**src/rtl/uart_pkg.sv**
```systemverilog
// ============================================================================
// Module : uart_pkg
// Brief  : Shared state encoding and defaults for the UART TX arbiter slice.
// Rev    : 1.0  initial release
// ============================================================================
`default_nettype none

package uart_pkg;

    localparam int DEFAULT_DWIDTH = 8;

    typedef enum logic [2:0] {
        IDLE      = 3'd0,
        GRANT     = 3'd1,
        LAUNCH    = 3'd2,
        WAIT_BUSY = 3'd3,
        WAIT_DONE = 3'd4
    } arb_state_t;

endpackage

`default_nettype wire

```
**src/rtl/rr_priority_pick.sv**
```systemverilog
// ============================================================================
// Module : rr_priority_pick
// Brief  : Combinational round-robin pick: first set req bit after 'last'.
// Rev    : 1.0  initial release
// ============================================================================
`default_nettype none

module rr_priority_pick #(
    parameter int NREQ = 4,
    parameter int IDW  = 2
) (
    input  logic [NREQ-1:0] req,
    input  logic [IDW-1:0]  last,
    output logic [IDW-1:0]  winner,
    output logic            valid
);

    logic [IDW-1:0] w_idx;

    assign valid = |req;

    // Scan from the farthest candidate down to last+1 so the nearest set bit wins.
    always_comb begin
        winner = '0;
        w_idx  = '0;
        for (int i = NREQ; i >= 1; i--) begin
            w_idx = IDW'((int'(last) + i) % NREQ);
            if (req[w_idx]) begin
                winner = w_idx;
            end
        end
    end

endmodule

`default_nettype wire

```
**src/rtl/uart_tx_arbiter.sv**
```systemverilog
// ============================================================================
// Module : uart_tx_arbiter
// Brief  : Round-robin sharing of one uart_tx serializer among NREQ producers.
// Rev    : 1.0  initial release
// ============================================================================
`default_nettype none

module uart_tx_arbiter
    import uart_pkg::*;
#(
    parameter int DWIDTH       = DEFAULT_DWIDTH,
    parameter int NREQ         = 4,
    parameter int IDW          = 2,
    parameter int BUSY_TIMEOUT = 15
) (
    input  logic                   clk,
    input  logic                   rst,
    input  logic [NREQ-1:0]        req,
    input  logic [NREQ*DWIDTH-1:0] req_data,
    output logic [NREQ-1:0]        ack,
    input  logic                   busy_tx,
    output logic [DWIDTH-1:0]      p_data_tx,
    output logic                   data_valid_tx,
    output logic [IDW-1:0]         grant_id,
    output logic                   active,
    output logic                   timeout_err
);

    arb_state_t      r_state;
    arb_state_t      w_state_next;
    logic [IDW-1:0]  r_last;
    logic [7:0]      r_timer;
    logic [IDW-1:0]  w_winner;
    logic            w_valid;
    logic [NREQ-1:0] w_ack_onehot;

    rr_priority_pick #(
        .NREQ (NREQ),
        .IDW  (IDW)
    ) u_pick (
        .req    (req),
        .last   (r_last),
        .winner (w_winner),
        .valid  (w_valid)
    );

    assign w_ack_onehot  = {{(NREQ-1){1'b0}}, 1'b1} << grant_id;
    assign data_valid_tx = (r_state == LAUNCH);

    // IDLE holds off during the ack cycle so the acked requester can drop req.
    always_comb begin
        w_state_next = r_state;
        case (r_state)
            IDLE:      if ((|req) && !busy_tx && (ack == '0)) w_state_next = GRANT;
            GRANT:     w_state_next = w_valid ? LAUNCH : IDLE;
            LAUNCH:    w_state_next = WAIT_BUSY;
            WAIT_BUSY: begin
                if (busy_tx)                                  w_state_next = WAIT_DONE;
                else if (r_timer == 8'(BUSY_TIMEOUT - 1))     w_state_next = IDLE;
            end
            WAIT_DONE: if (!busy_tx) w_state_next = IDLE;
            default:   w_state_next = IDLE;
        endcase
    end

    always_ff @(posedge clk) begin
        if (rst) begin
            r_state     <= IDLE;
            r_last      <= IDW'(NREQ - 1);
            r_timer     <= '0;
            ack         <= '0;
            p_data_tx   <= '0;
            grant_id    <= '0;
            active      <= 1'b0;
            timeout_err <= 1'b0;
        end else begin
            r_state <= w_state_next;
            ack     <= '0;
            case (r_state)
                IDLE: begin
                    if (ack != '0) active <= 1'b0;
                end
                GRANT: begin
                    if (w_valid) begin
                        p_data_tx <= req_data[w_winner*DWIDTH +: DWIDTH];
                        grant_id  <= w_winner;
                        r_last    <= w_winner;
                        active    <= 1'b1;
                    end
                end
                LAUNCH: r_timer <= '0;
                WAIT_BUSY: begin
                    if (!busy_tx) begin
                        if (r_timer == 8'(BUSY_TIMEOUT - 1)) begin
                            timeout_err <= 1'b1;
                            ack         <= w_ack_onehot;
                            active      <= 1'b0;
                        end else begin
                            r_timer <= r_timer + 8'd1;
                        end
                    end
                end
                WAIT_DONE: begin
                    if (!busy_tx) ack <= w_ack_onehot;
                end
                default: ;
            endcase
        end
    end

endmodule

`default_nettype wire

```
**config.mk**
```make
export PLATFORM = sky130hd
export DESIGN_NAME = uart_tx_arbiter
export DESIGN_NICKNAME = d
export VERILOG_FILES = /design/src/rtl/uart_pkg.sv /design/src/rtl/rr_priority_pick.sv /design/src/rtl/uart_tx_arbiter.sv
export SDC_FILE = /design/constraint.sdc
export NUM_CORES = 1
export LEC_CHECK = 0
export CAP_MARGIN = 25
export CORE_MARGIN = 1
export CORE_UTILIZATION = 44
export CTS_CLUSTER_DIAMETER = 120
export CTS_CLUSTER_SIZE = 8
export DETAILED_ROUTE_END_ITERATION = 12
export PLACE_DENSITY = 0.88
export SYNTH_ARGS = -nofsm -noshare
export SYNTH_HDL_FRONTEND = slang
export SYNTH_SLANG_ARGS = --single-unit
export TNS_END_PERCENT = 100
```
**constraint.sdc**
```tcl
create_clock -name clk -period 2.2 [get_ports clk]
set_clock_uncertainty 0.1 [all_clocks]
set_input_delay 0.33 -clock clk [delete_from_list [all_inputs] [get_ports clk]]
set_output_delay 0.33 -clock clk [all_outputs]
set_load 0.02 [all_outputs]
```
==> impl_metrics.ini, run 1 <==
[yosys]
netlist_instances = 163
yosys.cell_types.count = 43
synth.avg_cell_area_um2 = 9.10
synth-xor-area-share_pct = 0.590
synth_top_cells_by_area = dfxtp_1, mux2i_1, o221ai_1, nand3b_1, a21oi_1
ys_seq_area_share_pct = 39.1
synth_top_family_by_area = simple AND/OR/NAND/NOR gates
synth_nets = 204
synthTopCellsByCount = dfxtp_1, mux2i_1, a21oi_1, nor2_1, nand3b_1
synth-simple-area-share_pct = 23.8
yosys.area_share.adder_pct = 1.69
synthArstFlopShare_pct = 0
synth_top_area_cell = dfxtp_1
synthMuxAreaShare_pct = 12.1
synth_seq_cells = 29
netlist.area_leader.share_pct = 39.1
yosysMostFrequentCell = dfxtp_1
synth_edf_count = 0
ys.warnings.count = 0
synth_top_flop_cell = dfxtp_1
syn_area_um2 = 1480
synth_compound_area_share_pct = 18.8

[job]
drv_cap = 0

[route]
drtAntennaViolNets = 0
drt_iter0_drc = 30
avgViaCountPerCell = 5.48
route.detailed.drc = 0
firstDrtPassIters = 4
wirelength_um = 3910
num_vias = 1501
wl_per_cell_um = 14.3

[worst_setup_path]
startpoint = r_state[2]
critPathMaxStageDelay_ns = 0.37
critPathArrivalTime_ns = 1.58
end_kind = output port
worstPathMaxFanout = 8
crit_chain = or2_2, nor2_2, dlygate4sd2_1
crit_path_top_delay_cell = dfxtp_1
critPathKind = register to output port
r2r-start = r_timer[5]
start_kind = register
cp.required_ns = 1.77

[timing]
finalHoldViolCount = 0
period_needed_ns = 2.01
setup_viol = 0
fin_crit_sh_pct = 91.4
max-slew-margin-rel_pct = 58.7
rsz0062_at_grt = yes
max_freq_mhz = 497
whs_ns = 0.388
setup_ws_ns = 0.189
max_slew.worst_pin.slew_ns = 0.613
slew_viol_final = 0

[placed_design]
routabilityCongestion = 0.771
pre_cts_slack_ns = -0.126
post-dp-hpwl_um = 3080
placed_area_um2 = 2150
place_inst = 266
port_buffers = 55

[floorplanning]
ioPinCount = 56
dieArea_um2 = 3610
core-area_um2 = 3130
initial_core_util_pct = 47.4
dieHeight_um = 60.1
num_rows = 20
die_width_um = 60.1

[clock_network]
clock_path_buffers = 2
htree_num_levels = 2
cts_sinks = 29
clk_pin_slew_ns = 0.08
cts_made_buffers = 5
clock-root-buffer = clkbuf_4
post_cts_buffers = 0
cts_tree = done
clkLatencyLatePin_ns = 0.33

[layout]
num-nets-final = 270
stdcell_count = 274
syn_to_final_growth_pct = 49.2
design_area_um2 = 2210
drive_above_1_share_pct = 10.4
num_antenna_cells = 0

[power]
combPwrFrac_pct = 26.5
power.density_nw_per_um2 = 581
clkPwrFrac_pct = 28.4
swShare_pct = 27.7
p_switching_mw = 0.357
p_seq_share_pct = 45.1
internal_power_mw = 0.929
ir_drop_mv = 0.506
p_leak_nw = 0.874

[grt]
grt_pass1_vias = 1403
grt_first_pass_wirelength_um = 6140
grt_max_degree = 22
antenna_found_initial = 0
gr-total-overflow = 0
grtUsageTotal_pct = 23.9

[min_path]
hp-class = register to register
min_from = timeout_err

[outcome]
outcome = finished, final reports clean
-- timing repair --
item	4_1_cts	5_1_grt
endpoints found under the setup margin	1	1
gates resized for setup	1	0
hold buffers	0	0
-- cell type report --
cell class,count,area [µm²]
clock inverters,1,5.00
multi-input cells,122,846
clock buffers,7,65.1
inverters,5,18.8
well taps,44,55.1
repair buffers,66,644
fillers,246,913
flip-flops and latches,29,581
-- metal layers --
metal	track usage [%]	vias up	routed length (µm)
li1	-	752	-
met1	26.3	689	1560
met2	41.3	46	2010
met3	4.98	14	190
met4	15.6	0	152
met5	0	-	0
-- cells in the final DEF (no fill, tap or decap), types with 2 or more instances in the layout --
cell             instances
ha_1                     2
nor2b_1                  2
a22oi_1                  2
o21ai_0                  6
or3_1                    7
o21bai_1                 3
dfxtp_1                 29
o221ai_1                 8
nor2_1                  11
mux2i_1                 18
nand2_1                  5
a21oi_1                 13
nor3_1                   4
o31ai_1                  2
nand3b_1                 9
clkbuf_8                 2
clkdlybuf4s50_1         54
or2_2                    3
and3b_1                  3
inv_1                    5
nor4_1                   4
clkbuf_4                 5
a31oi_1                  2
buf_4                   10
-- critical path, delay by kind of cell, from the launching register on --
kind,cells,cell delay [ns]
simple gates,2,0.52
flops,1,0.37
buf+inv,1,0.37
-- final timing paths --
| kind | to | slack (ns) | cells after the start |
|---|---|---|---|
| min | timeout_err | 0.39 | 2 |
| min reg2reg | timeout_err | 0.39 | 2 |
| max reg2reg | r_timer[4] | 0.19 | 5 |
| max | data_valid_tx | 0.19 | 3 |
-- power by group through the flow --
stage	clock network (mW)	registers [mW]	logic [mW]
6_report	0.366	0.580	0.340
5_1_grt	0.396	0.586	0.362
4_1_cts	0.372	0.580	0.341
3_5_place_dp	0	0.592	0.341
3_3_place_gp	0	0.592	0.335
2_1_floorplan	0	0.614	0.147
-- cell families (layout without fill, tap and decap cells) --
logic type / Yosys count / count (layout)
simple gates: 59 / 59
xor+xnor: 1 / 1
flops: 29 / 29
fa+ha+maj: 2 / 2
mux: 18 / 18
compound gates: 42 / 42
buf+inv: 12 / 79
-- metrics by stage --
step,utilization [%],power [mW],setup TNS (ns)
6_report,70.8,1.29,0
5_1_grt,70.8,1.34,-0.000632
4_1_cts,70.8,1.29,0
3_5_place_dp,68.6,0.933,-0.899
3_3_place_gp,68.6,0.927,-0.344
2_1_floorplan,-,0.761,0
-- state kept, by name, indices dropped and copies added (netlist names) --
name	flops
active	1
r_state	3
r_timer	8
timeout_err	1
r_last	2
grant_id	2
ack	4
p_data_tx	8
Note: power is estimated with default switching activity, not from simulation.
==> run 2, diff against run 1 <==
--- a/config.mk
+++ b/config.mk
@@ -12,6 +12,7 @@
 export CTS_CLUSTER_SIZE = 8
 export DETAILED_ROUTE_END_ITERATION = 12
 export PLACE_DENSITY = 0.88
+export SLEW_MARGIN = 20
 export SYNTH_ARGS = -nofsm -noshare
 export SYNTH_HDL_FRONTEND = slang
 export SYNTH_SLANG_ARGS = --single-unit
==> constraint.sdc (replaced) <==
create_clock -name clk -period 2.1 [get_ports clk]
set_clock_uncertainty 0.1 [all_clocks]
set_input_delay 0.315 -clock clk [delete_from_list [all_inputs] [get_ports clk]]
set_output_delay 0.315 -clock clk [all_outputs]
set_load 0.02 [all_outputs]
==> impl_metrics.ini, run 2 (synthesized netlist as in run 1, its figures left out) <==
[worst_setup_path]
critPathArrivalTime_ns = 2.14
critPathKind = input port to register
worstPathMaxFanout = 8
worstRegToRegCells = 5
critPathMaxStageDelay_ns = 0.52
cp.required_ns = 2.24
crit_chain = clkdlybuf4s50_1, nor4_1, or4b_1, or3_1, o221ai_1
start_kind = input port
end_kind = register
crit_path_top_delay_cell = or3_1

[clock_network]
cts_sinks = 29
clock_path_buffers = 2
htree_num_levels = 2
clkLatencyLatePin_ns = 0.32
post_cts_buffers = 0
cts_tree = done
cts_made_buffers = 5
clock-root-buffer = clkbuf_4
hold_buffers = 0
clk_pin_slew_ns = 0.09

[route]
drtAntennaViolNets = 0
wirelength_um = 3930
avgViaCountPerCell = 5.45
firstDrtPassIters = 4
drt_iter0_drc = 44
route.detailed.drc = 0
num_vias = 1515
wl_per_cell_um = 14.1

[layout]
syn_to_final_growth_pct = 51.3
layout_common_cells = clkdlybuf4s50_1, dfxtp_1, mux2i_1
top_regs = p_data_tx x8, r_timer x8, ack x4
final_common_cell = clkdlybuf4s50_1
num_antenna_cells = 0
stdcell_count = 278
num-nets-final = 274
drive_above_1_share_pct = 12.0
post-route-util_pct = 71.8

[grt]
grt_max_degree = 17
gr-total-overflow = 0
grtUsageTotal_pct = 24.2
grt_first_pass_wirelength_um = 6330
antenna_found_initial = 0
grt_pass1_vias = 1399

[timing]
rsz0062_at_grt = yes
setup_viol = 0
finalHoldViolCount = 0
max-slew-margin-rel_pct = 72.4
max_freq_mhz = 501
period_needed_ns = 2.00
fin_crit_sh_pct = 95.1
slew_viol_final = 0
setup_ws_ns = 0.102
max_slew.worst_pin.slew_ns = 0.413

[outcome]
outcome = finished, final reports clean

[power]
ir_drop_mv = 0.449
swShare_pct = 27.6
combPwrFrac_pct = 26.9
clkPwrFrac_pct = 28.2
p_seq_share_pct = 44.9
p_switching_mw = 0.374
internal_power_mw = 0.980
power.density_nw_per_um2 = 603
p_leak_nw = 0.891
power.total_mw = 1.35

[job]
drv_cap = 0

[floorplanning]
core-area_um2 = 3130
dieArea_um2 = 3610
ioPinCount = 56
die_width_um = 60.1
dieHeight_um = 60.1
num_rows = 20
initial_core_util_pct = 47.4

[placed_design]
port_buffers = 55
place_inst = 270
post-dp-hpwl_um = 3040
routabilityCongestion = 0.819
pre_cts_slack_ns = -0.237

[min_path]
whs_path_depth = 2
hp-class = register to register
run 2: changes by cell type in the layout (fill, tap and decap cells not counted), sizes merged:
cell and delta:
buf +4, clkdlybuf4s15 +1, dlygate4sd2 -1
run 2: path summary, 6_finish.rpt:
check,from,end,slack (ns)
worst max-delay path,req[2],p_data_tx[6],0.10
worst min register to register,r_timer[3],r_timer[3],0.39
worst min-delay path,r_timer[3],r_timer[3],0.39
worst max register to register,r_state[2],r_timer[5],0.17
run 2: through the flow:
stage | area [µm²] | hold slack, ns | setup TNS [ns]
after global routing | 2250 | 0.408 | -0.000193
after CTS | 2240 | 0.390 | 0
after floorplan | 1480 | 0.354 | 0
after global placement | 2180 | 0.367 | -1.36
after detailed placement | 2180 | 0.374 | -2.08
final | 2250 | 0.388 | 0
run 2: layout make-up:
type	count	area (µm²)
flip-flops and latches	29	581
fillers	259	882
multi-input cells	122	846
well taps	44	55.1
inverters	5	18.8
repair buffers	70	676
clock inverters	1	5.00
clock buffers	7	65.1
run 2: what timing repair did:
action / in CTS / in global routing
endpoints found under the setup margin: 1 / 3
pin swaps: 0 / 0
gates resized for setup: 1 / 2
cloned: 0 / 0
endpoints found under the hold margin: 0 / 0
run 2: metal layers:
| layer | global-route usage [%] | wire length, µm |
|---|---|---|
| met5 | 0 | 0 |
| met4 | 14.0 | 124 |
| met3 | 5.19 | 165 |
| met2 | 40.5 | 1960 |
| met1 | 28.4 | 1680 |
run 2: critical path: cells and delay by family:
family | cells | cell delay (ns)
buffers and inverters | 1 | 0.48
and+or+nand+nor | 3 | 1.10
AOI/OAI and AO/OA | 1 | 0.25
run 2: power groups by stage:
stage,Clock [mW],Sequential (mW),Combinational (mW)
after global placement,0,0.620,0.359
after CTS,0.390,0.608,0.366
after global routing,0.421,0.613,0.393
final,0.381,0.608,0.365
after detailed placement,0,0.619,0.366
after floorplan,0,0.643,0.154
==> run 3, diff against run 2 <==
--- a/config.mk
+++ b/config.mk
@@ -8,10 +8,12 @@
 export CAP_MARGIN = 25
 export CORE_MARGIN = 1
 export CORE_UTILIZATION = 44
+export CTS_BUF_LIST = sky130_fd_sc_hd__clkbuf_16
 export CTS_CLUSTER_DIAMETER = 120
 export CTS_CLUSTER_SIZE = 8
 export DETAILED_ROUTE_END_ITERATION = 12
 export PLACE_DENSITY = 0.88
+export RECOVER_POWER = 50
 export SLEW_MARGIN = 20
 export SYNTH_ARGS = -nofsm -noshare
 export SYNTH_HDL_FRONTEND = slang
==> impl_metrics.ini, run 3 (synthesized netlist as in run 1, its figures left out) <==
[outcome]
outcome = finished, final reports clean

[route]
drtAntennaViolNets = 0
route.detailed.drc = 0
firstDrtPassIters = 4
wl_per_cell_um = 14.7
drt_iter0_drc = 56
num_vias = 1533
avgViaCountPerCell = 5.51
wirelength_um = 4080

[floorplanning]
initial_core_util_pct = 47.4
core-area_um2 = 3130
die_width_um = 60.1
ioPinCount = 56
num_rows = 20
dieArea_um2 = 3610
dieHeight_um = 60.1

[power]
clkPwrFrac_pct = 39.9
power.total_mw = 1.62
ir_drop_mv = 0.723
swShare_pct = 25.5
combPwrFrac_pct = 22.4
p_leak_nw = 0.970
p_switching_mw = 0.413
power.density_nw_per_um2 = 695
internal_power_mw = 1.21
p_seq_share_pct = 37.6

[layout]
syn_to_final_growth_pct = 56.9
layout_common_cells = clkdlybuf4s50_1, dfxtp_1, mux2i_1
num-nets-final = 274
final_common_cell = clkdlybuf4s50_1
drive_above_1_share_pct = 12.4
fillCellCount = 234
post-route-util_pct = 74.4
num_antenna_cells = 0
top_regs = p_data_tx x8, r_timer x8, ack x4

[timing]
max-slew-margin-rel_pct = 70.2
finalHoldViolCount = 0
max_freq_mhz = 494
max_slew.worst_pin.slew_ns = 0.448
rsz0062_at_grt = yes
slew_viol_final = 0
period_needed_ns = 2.03
setup_viol = 0
fin_crit_sh_pct = 96.5

[clock_network]
cts_made_buffers = 5
clk_pin_slew_ns = 0.05
clock_path_buffers = 2
clkLatencyLatePin_ns = 0.27
cts_tree = done
hold_buffers = 0
post_cts_buffers = 0
cts_sinks = 29
htree_num_levels = 2
clock-root-buffer = clkbuf_16

[grt]
gr-total-overflow = 0
grt_max_degree = 17
antenna_found_initial = 0
grt_first_pass_wirelength_um = 6420
grt_pass1_vias = 1403
grtUsageTotal_pct = 24.9

[placed_design]
routabilityCongestion = 0.819
port_buffers = 55
post-dp-hpwl_um = 3040

[worst_setup_path]
ff2ff_setup_slack_ns = 0.22
critPathKind = input port to register
end_kind = register
start_kind = input port
critPathArrivalTime_ns = 2.07
cp.required_ns = 2.14
worstPathMaxFanout = 7

[job]
drv_cap = 0

[min_path]
hp-class = register to register
-- run 3: changes by cell type in the layout (fill, tap and decap cells not counted), sizes merged --
cell,change
clkdlybuf4s15,-1
dlygate4sd2,+1
buf,-1
clkdlybuf4s50,-16
clkinv,+2
dlygate4sd3,+16
clkbuf,-1
-- run 3: layer usage --
layer	GRT usage [%]	wire [µm]
met2	42.4	2190
met4	9.63	63
met5	0	0
met1	28.4	1630
met3	8.87	198
-- run 3: power by group through the flow --
stage	sequential [mW]	clock, mW	combinational [mW]
floorplan	0.643	0	0.154
CTS	0.610	0.659	0.368
detailed placement	0.619	0	0.366
global route	0.613	0.700	0.389
finish	0.610	0.647	0.363
global placement	0.620	0	0.359
-- run 3: worst max-delay path: stages --
cell and delay (ns):
clkdlybuf4s50_1 0.48, nor4_1 0.07, or4b_1 0.52, buf_4 0.19, nor4_2 0.36, o21bai_1 0.13
-- run 3: path summary, 6_finish.rpt --
| path | end | cells past startpoint | from |
|---|---|---|---|
| min reg2reg | timeout_err | 2 | timeout_err |
| max | r_last[0] | 6 | req[3] |
| max reg2reg | r_timer[5] | 5 | r_state[2] |
| min | timeout_err | 2 | timeout_err |
-- run 3: layout make-up --
type	instances	area, µm²	share of cell area, %
flip-flops and latches	29	581	24.9
repair buffers	70	671	28.8
inverters	5	18.8	0.806
multi-input cells	122	866	37.2
clock inverters	3	12.5	0.537
clock buffers	5	125	5.37
well taps	44	55.1	2.36
-- run 3: per-stage QoR --
| stage | setup slack (ns) | instance area [µm²] | setup TNS (ns) | hold slack, ns | cells |
|---|---|---|---|---|---|
| after floorplan | 0.169 | 1480 | 0 | 0.354 | 163 |
| after global placement | -0.149 | 2180 | -1.36 | 0.367 | 270 |
| after detailed placement | -0.237 | 2180 | -2.08 | 0.374 | 270 |
| after CTS | 0.0517 | 2310 | 0 | 0.385 | 278 |
| after global routing | -0.00112 | 2330 | -0.00112 | 0.400 | 278 |
| final | 0.0737 | 2330 | 0 | 0.375 | 278 |
-- run 3: timing repair --
item / CTS / global route
setup endpoints to repair: 1 / 12
hold endpoints to repair: 0 / 0
gates resized for setup: 1 / 5
==> patch 1, RTL diff (config.mk and constraints of run 3) <==
Encoding of `arb_state_t`: now one-hot (5 bits for 5 states).
--- a/src/rtl/uart_pkg.sv
+++ b/src/rtl/uart_pkg.sv
@@ -10,10 +10,10 @@
     localparam int DEFAULT_DWIDTH = 8;
 
-    typedef enum logic [2:0] {
-        IDLE      = 3'd0,
-        GRANT     = 3'd1,
-        LAUNCH    = 3'd2,
-        WAIT_BUSY = 3'd3,
-        WAIT_DONE = 3'd4
+    typedef enum logic [4:0] {
+        IDLE      = 5'b00001,
+        GRANT     = 5'b00010,
+        LAUNCH    = 5'b00100,
+        WAIT_BUSY = 5'b01000,
+        WAIT_DONE = 5'b10000
     } arb_state_t;
 
Formal check against the unedited RTL: same outputs for any inputs over 4 cycles, from zero or initial values and one cycle with rst high; so few cycles prove little.
==> patch 1 against run 3 <==
Highest routed layer unchanged. Global-route usage is 2.4 points lower. Cell area is 9.5% higher. Sequential cell count is 2 higher. Routed wire length is 7.5% higher. Area after synthesis is 19% higher. Largest cell class unchanged. Hold slack worse by 0.016 ns. Worst setup slack worse by 0.047 ns. Total power is 27% higher.
==> patch 1: results (changes against run 3) <==
| Metric | Value |
|---|---|
| Seq/Total Area, Yosys | `35.2% (was 39.1%)` |
| Fillers | `310 (was 234)` |
| Signal buf overhead | `25.8% (was 28.8%)` |
| Largest net degree at the start of global routing | `18 (was 17)` |
| Xor and xnor area share after synthesis | `3.48% (was 0.590%)` |
| First-pass GRT wire length | `7290 um (was 6420 um)` |
| Synthesized net count | `231 (was 204)` |
| Largest cells by area after synthesis | `dfxtp_1 35%, mux2_4 7.7%, mux2_2 5.1%, a221o_1 4.5%, nor2_1 3.6% (was dfxtp_1 39%, mux2i_1 12%, o221ai_1 4.7%, nand3b_1 4.6%, a21oi_1 4.4%)` |
| Placement-stage worst setup slack | `-0.331 ns (was -0.237 ns)` |
| Met2 wire length | `2130 um (was 2190 um)` |
| Slowest CP cell | `clkdlybuf4s50_1 (was or4b_1)` |
| Peak supply drop | `396 uV (was 723 uV)` |
| Fin Hold WS | `0.359 ns (was 0.375 ns)` |
| Via/cell ratio | `5.56 (was 5.51)` |
| Routing usage on met1 | `25.9% (was 28.4%)` |
| PostCTS Resize Cnt | `3 (was 1)` |
| Max Clk Rate | `482 MHz (was 494 MHz)` |
| M2 GR Usage | `37.2% (was 42.4%)` |
| Initial drt markers | `109 (was 56)` |
| Mux contribution to synthesized area | `13.4% (was 12.1%)` |
| Yosys cell types | `50 (was 43)` |
| Seq pwr | `726 uW (was 610 uW)` |
| Core Box Area | `0.00374 sq mm (was 0.00313 sq mm)` |
| P_int | `1430 uW (was 1210 uW)` |
| Sequential cell count | `31 (was 29)` |
| GP Congestion | `0.870 (was 0.819)` |
| Total Routed Length | `4390 um (was 4080 um)` |
| P_clk | `656 uW (was 647 uW)` |
| Clock network area share | `5.25% (was 5.91%)` |
| Syn_area_per_cell | `9.27 sq um (was 9.10 sq um)` |
| Status | `finished clean (unchanged)` |
| DP HPWL | `3120 um (was 3040 um)` |
| Slew HR | `72.0% (was 70.2%)` |
[patch 1: cell types whose count changed after synthesis, sizes merged, moves of 6 or more]
cell	run 3	this run
a221o	0	8
nand2	5	13
mux2	0	17
and3	1	10
a21oi	13	7
nand3b	9	0
o221ai	8	0
or3	7	1
mux2i	18	1
[patch 1: final timing paths]
| check | endpoint | start | cells past startpoint |
|---|---|---|---|
| worst min register to register | timeout_err | timeout_err | 2 |
| worst min-delay path | timeout_err | timeout_err | 2 |
| worst max register to register | active | r_timer[0] | 7 |
| worst max-delay path | p_data_tx[7] | req[1] | 7 |
[patch 1: cell families (layout without fill, tap and decap cells)]
kind of cell             count (synthesis)  count (layout)
flip-flops                              31              31
AND/OR/NAND/NOR                         76              76
buffers and inverters                   17              82
XOR/XNOR                                 7               7
AO/OA/AOI/OAI                           39              39
adder cells (fa/ha/maj)                  2               2
multiplexers                            18              18
==> patch 2, RTL diff (flow settings as in run 3) <==
Without the edit above. `IDW` is set to 2 in 2 places; all go to 1.
--- a/src/rtl/rr_priority_pick.sv
+++ b/src/rtl/rr_priority_pick.sv
@@ -8,5 +8,5 @@
 module rr_priority_pick #(
     parameter int NREQ = 4,
-    parameter int IDW  = 2
+    parameter int IDW  = 1
 ) (
     input  logic [NREQ-1:0] req,
--- a/src/rtl/uart_tx_arbiter.sv
+++ b/src/rtl/uart_tx_arbiter.sv
@@ -11,5 +11,5 @@
     parameter int DWIDTH       = DEFAULT_DWIDTH,
     parameter int NREQ         = 4,
-    parameter int IDW          = 2,
+    parameter int IDW          = 1,
     parameter int BUSY_TIMEOUT = 15
 ) (
Interface: changed (resized grant_id); port bits go from 56 to 55. The function was not compared with the original's and may differ.
==> patch 2 against run 3 <==
Cell area decreased by 23%. Hold slack about the same. Total power decreased by 26%. Synthesized cell count decreased by 12%. Sequential cell count fell by 4. Via count decreased by 16%. Worst setup slack better by 0.083 ns. Non-clock buffer count down 23. Area after synthesis decreased by 13%. Combinational power down 31%. Sequential power decreased by 14%. Routed wire length shrank 20%. Sequential share of layout area up 2.9 points. Critical path type is now reg2out. Largest power group is now sequential cells.
==> patch 2: results (changes against run 3) <==
| Metric | Value |
|---|---|
| Status | `finished clean (unchanged)` |
| Peak fanout along the critical path | `9 (was 7)` |
| ANT nets after route | `0 (unchanged)` |
| Crit-path leading delay family | `flip-flops (was simple AND/OR/NAND/NOR gates)` |
| Crit-path max cell delay | `0.46 ns (was 0.52 ns)` |
| Synth Warn # | `0 (unchanged)` |
| Via count | `1283 (was 1533)` |
| Pre-antenna DRT Iters | `4 (unchanged)` |
| Worst Path Arrival | `1.53 ns (was 2.07 ns)` |
| Hold Crit Class | `reg2reg (unchanged)` |
| Largest regs | `p_data_tx: 8 flops, r_timer: 8 flops, r_state: 3 flops (was p_data_tx: 8 flops, r_timer: 8 flops, ack: 4 flops)` |
| Slowest CP cell | `dfxtp_1 (was or4b_1)` |
| Yosys cell types | `47 (was 43)` |
| N_diodes | `0 (unchanged)` |
| Ys async rst share | `0% (unchanged)` |
| Overall Global Routing Usage | `23.0% (was 24.9%)` |
| Clk buf depth | `2 (unchanged)` |
| PostCTS Resize Cnt | `1 (unchanged)` |
| Period minus WS final | `1.94 ns (was 2.03 ns)` |
| CTS clk-pin slew, worst paths | `about 0.060 ns` |
| Leak Pwr | `0.000691 uW (was 0.000970 uW)` |
| DP HPWL | `2490 um (was 3040 um)` |
| Placed Area | `0.00173 sq mm (was 0.00218 sq mm)` |
| H-tree Lvls | `1 (was 2)` |
| Total Routed Length | `3260 um (was 4080 um)` |
| R2R setup slack | `0.26 ns (was 0.22 ns)` |
| Total CTS buffers | `3 (was 5)` |
| Largest net degree at the start of global routing | `26 (was 17)` |
| EDFF count, synth | `0 (unchanged)` |
| Port buffer count | `36 (was 55)` |
| Largest cells by area after synthesis | `dfxtp_1 39%, mux2i_1 7.0%, nor2_1 5.2%, a211oi_1 4.7%, a21oi_1 3.1% (was dfxtp_1 39%, mux2i_1 12%, o221ai_1 4.7%, nand3b_1 4.6%, a21oi_1 4.4%)` |
| Ys flop type | `dfxtp_1 (unchanged)` |
| Peak supply drop | `690 uV (was 723 uV)` |
| Initial drt markers | `49 (was 56)` |
| Placement-stage worst setup slack | `-0.0695 ns (was -0.237 ns)` |
| GP Congestion | `0.875 (was 0.819)` |
| First-pass GRT wire length | `5660 um (was 6420 um)` |
| Root Buffer | `clkbuf_16 (unchanged)` |
| Initial antenna violation count | `0 (unchanged)` |
| Layout Nets | `226 (was 274)` |
| Clk_lat worst skew | `~0.26 ns` |
| Share of post-route cells with drive strength above 1 | `10.9% (was 12.4%)` |
| Synth top cells by count | `25 x dfxtp_1, 18 x nor2_1, 9 x mux2i_1, 8 x a211oi_1, 8 x a21oi_1 (was 29 x dfxtp_1, 18 x mux2i_1, 13 x a21oi_1, 11 x nor2_1, 9 x nand3b_1)` |
| Post-CTS Setup Bufs | `0 (unchanged)` |
| Seq/Total Area, Yosys | `38.9% (was 39.1%)` |
==> patch 2: metrics by stage <==
step,total power (uW),instances,TNS [ns],hold slack [ns]
floorplan,668,145,0,0.292
global placement,784,211,0,0.351
global route,1250,215,0,0.415
CTS,1220,215,0,0.386
finish,1200,215,0,0.375
detailed placement,797,211,-0.253,0.370
==> patch 2: kinds of logic (layout without fill, tap and decap cells) <==
family	count (synthesis)	count (layout)	synth area share, %
xor gates and xnor gates	1	1	0.680
muxes	10	10	7.87
and+or+nand+nor	52	52	23.4
buffers and inverters	15	54	5.25
AOI/OAI and AO/OA	38	38	21.7
other	1	2	0.291
adders and majority gates	2	2	1.94
DFF	25	25	38.9
==> patch 2: layer usage <==
metal | share of wire (%) | GRT usage (%) | wire length [um]
met3 | 7.0 | 6.05 | 228
met1 | 40 | 24.2 | 1310
met2 | 50 | 40.0 | 1640
met4 | 2.5 | 15.0 | 82
met5 | 0 | 0 | 0
==> patch 2: where the power goes <==
part | total, uW | leakage (uW) | internal [uW] | switching [uW]
sequential | 525 | 0.000204 | 503 | 22.4
combinational | 252 | 0.000445 | 129 | 123
clock | 422 | 0.0000423 | 255 | 167
==> patch 2: cell type report <==
type | count | area, sq um
repair buffers | 47 | 454
inverters | 3 | 11.3
fillers | 213 | 957
well taps | 31 | 38.8
multi-input cells | 105 | 717
flip-flops and latches | 25 | 500
clock buffers | 3 | 75.1
clock inverters | 1 | 3.75
==> patch 2: worst paths after layout <==
kind                                  start             to  depth (start not counted)
worst max-delay path             r_state[1]  data_valid_tx                          3
worst min-delay path            timeout_err    timeout_err                          2
worst max register to register   r_timer[0]     r_timer[7]                          6
worst min register to register  timeout_err    timeout_err                          2
==> patch 2: worst register-to-register path, cell delays in order (launching register included) <==
cell and delay [ns]:
dfxtp_1 0.37, inv_1 0.09, ha_1 0.25, nand4b_1 0.16
o21ai_2 0.08, or4_4 0.48, a211oi_2 0.23
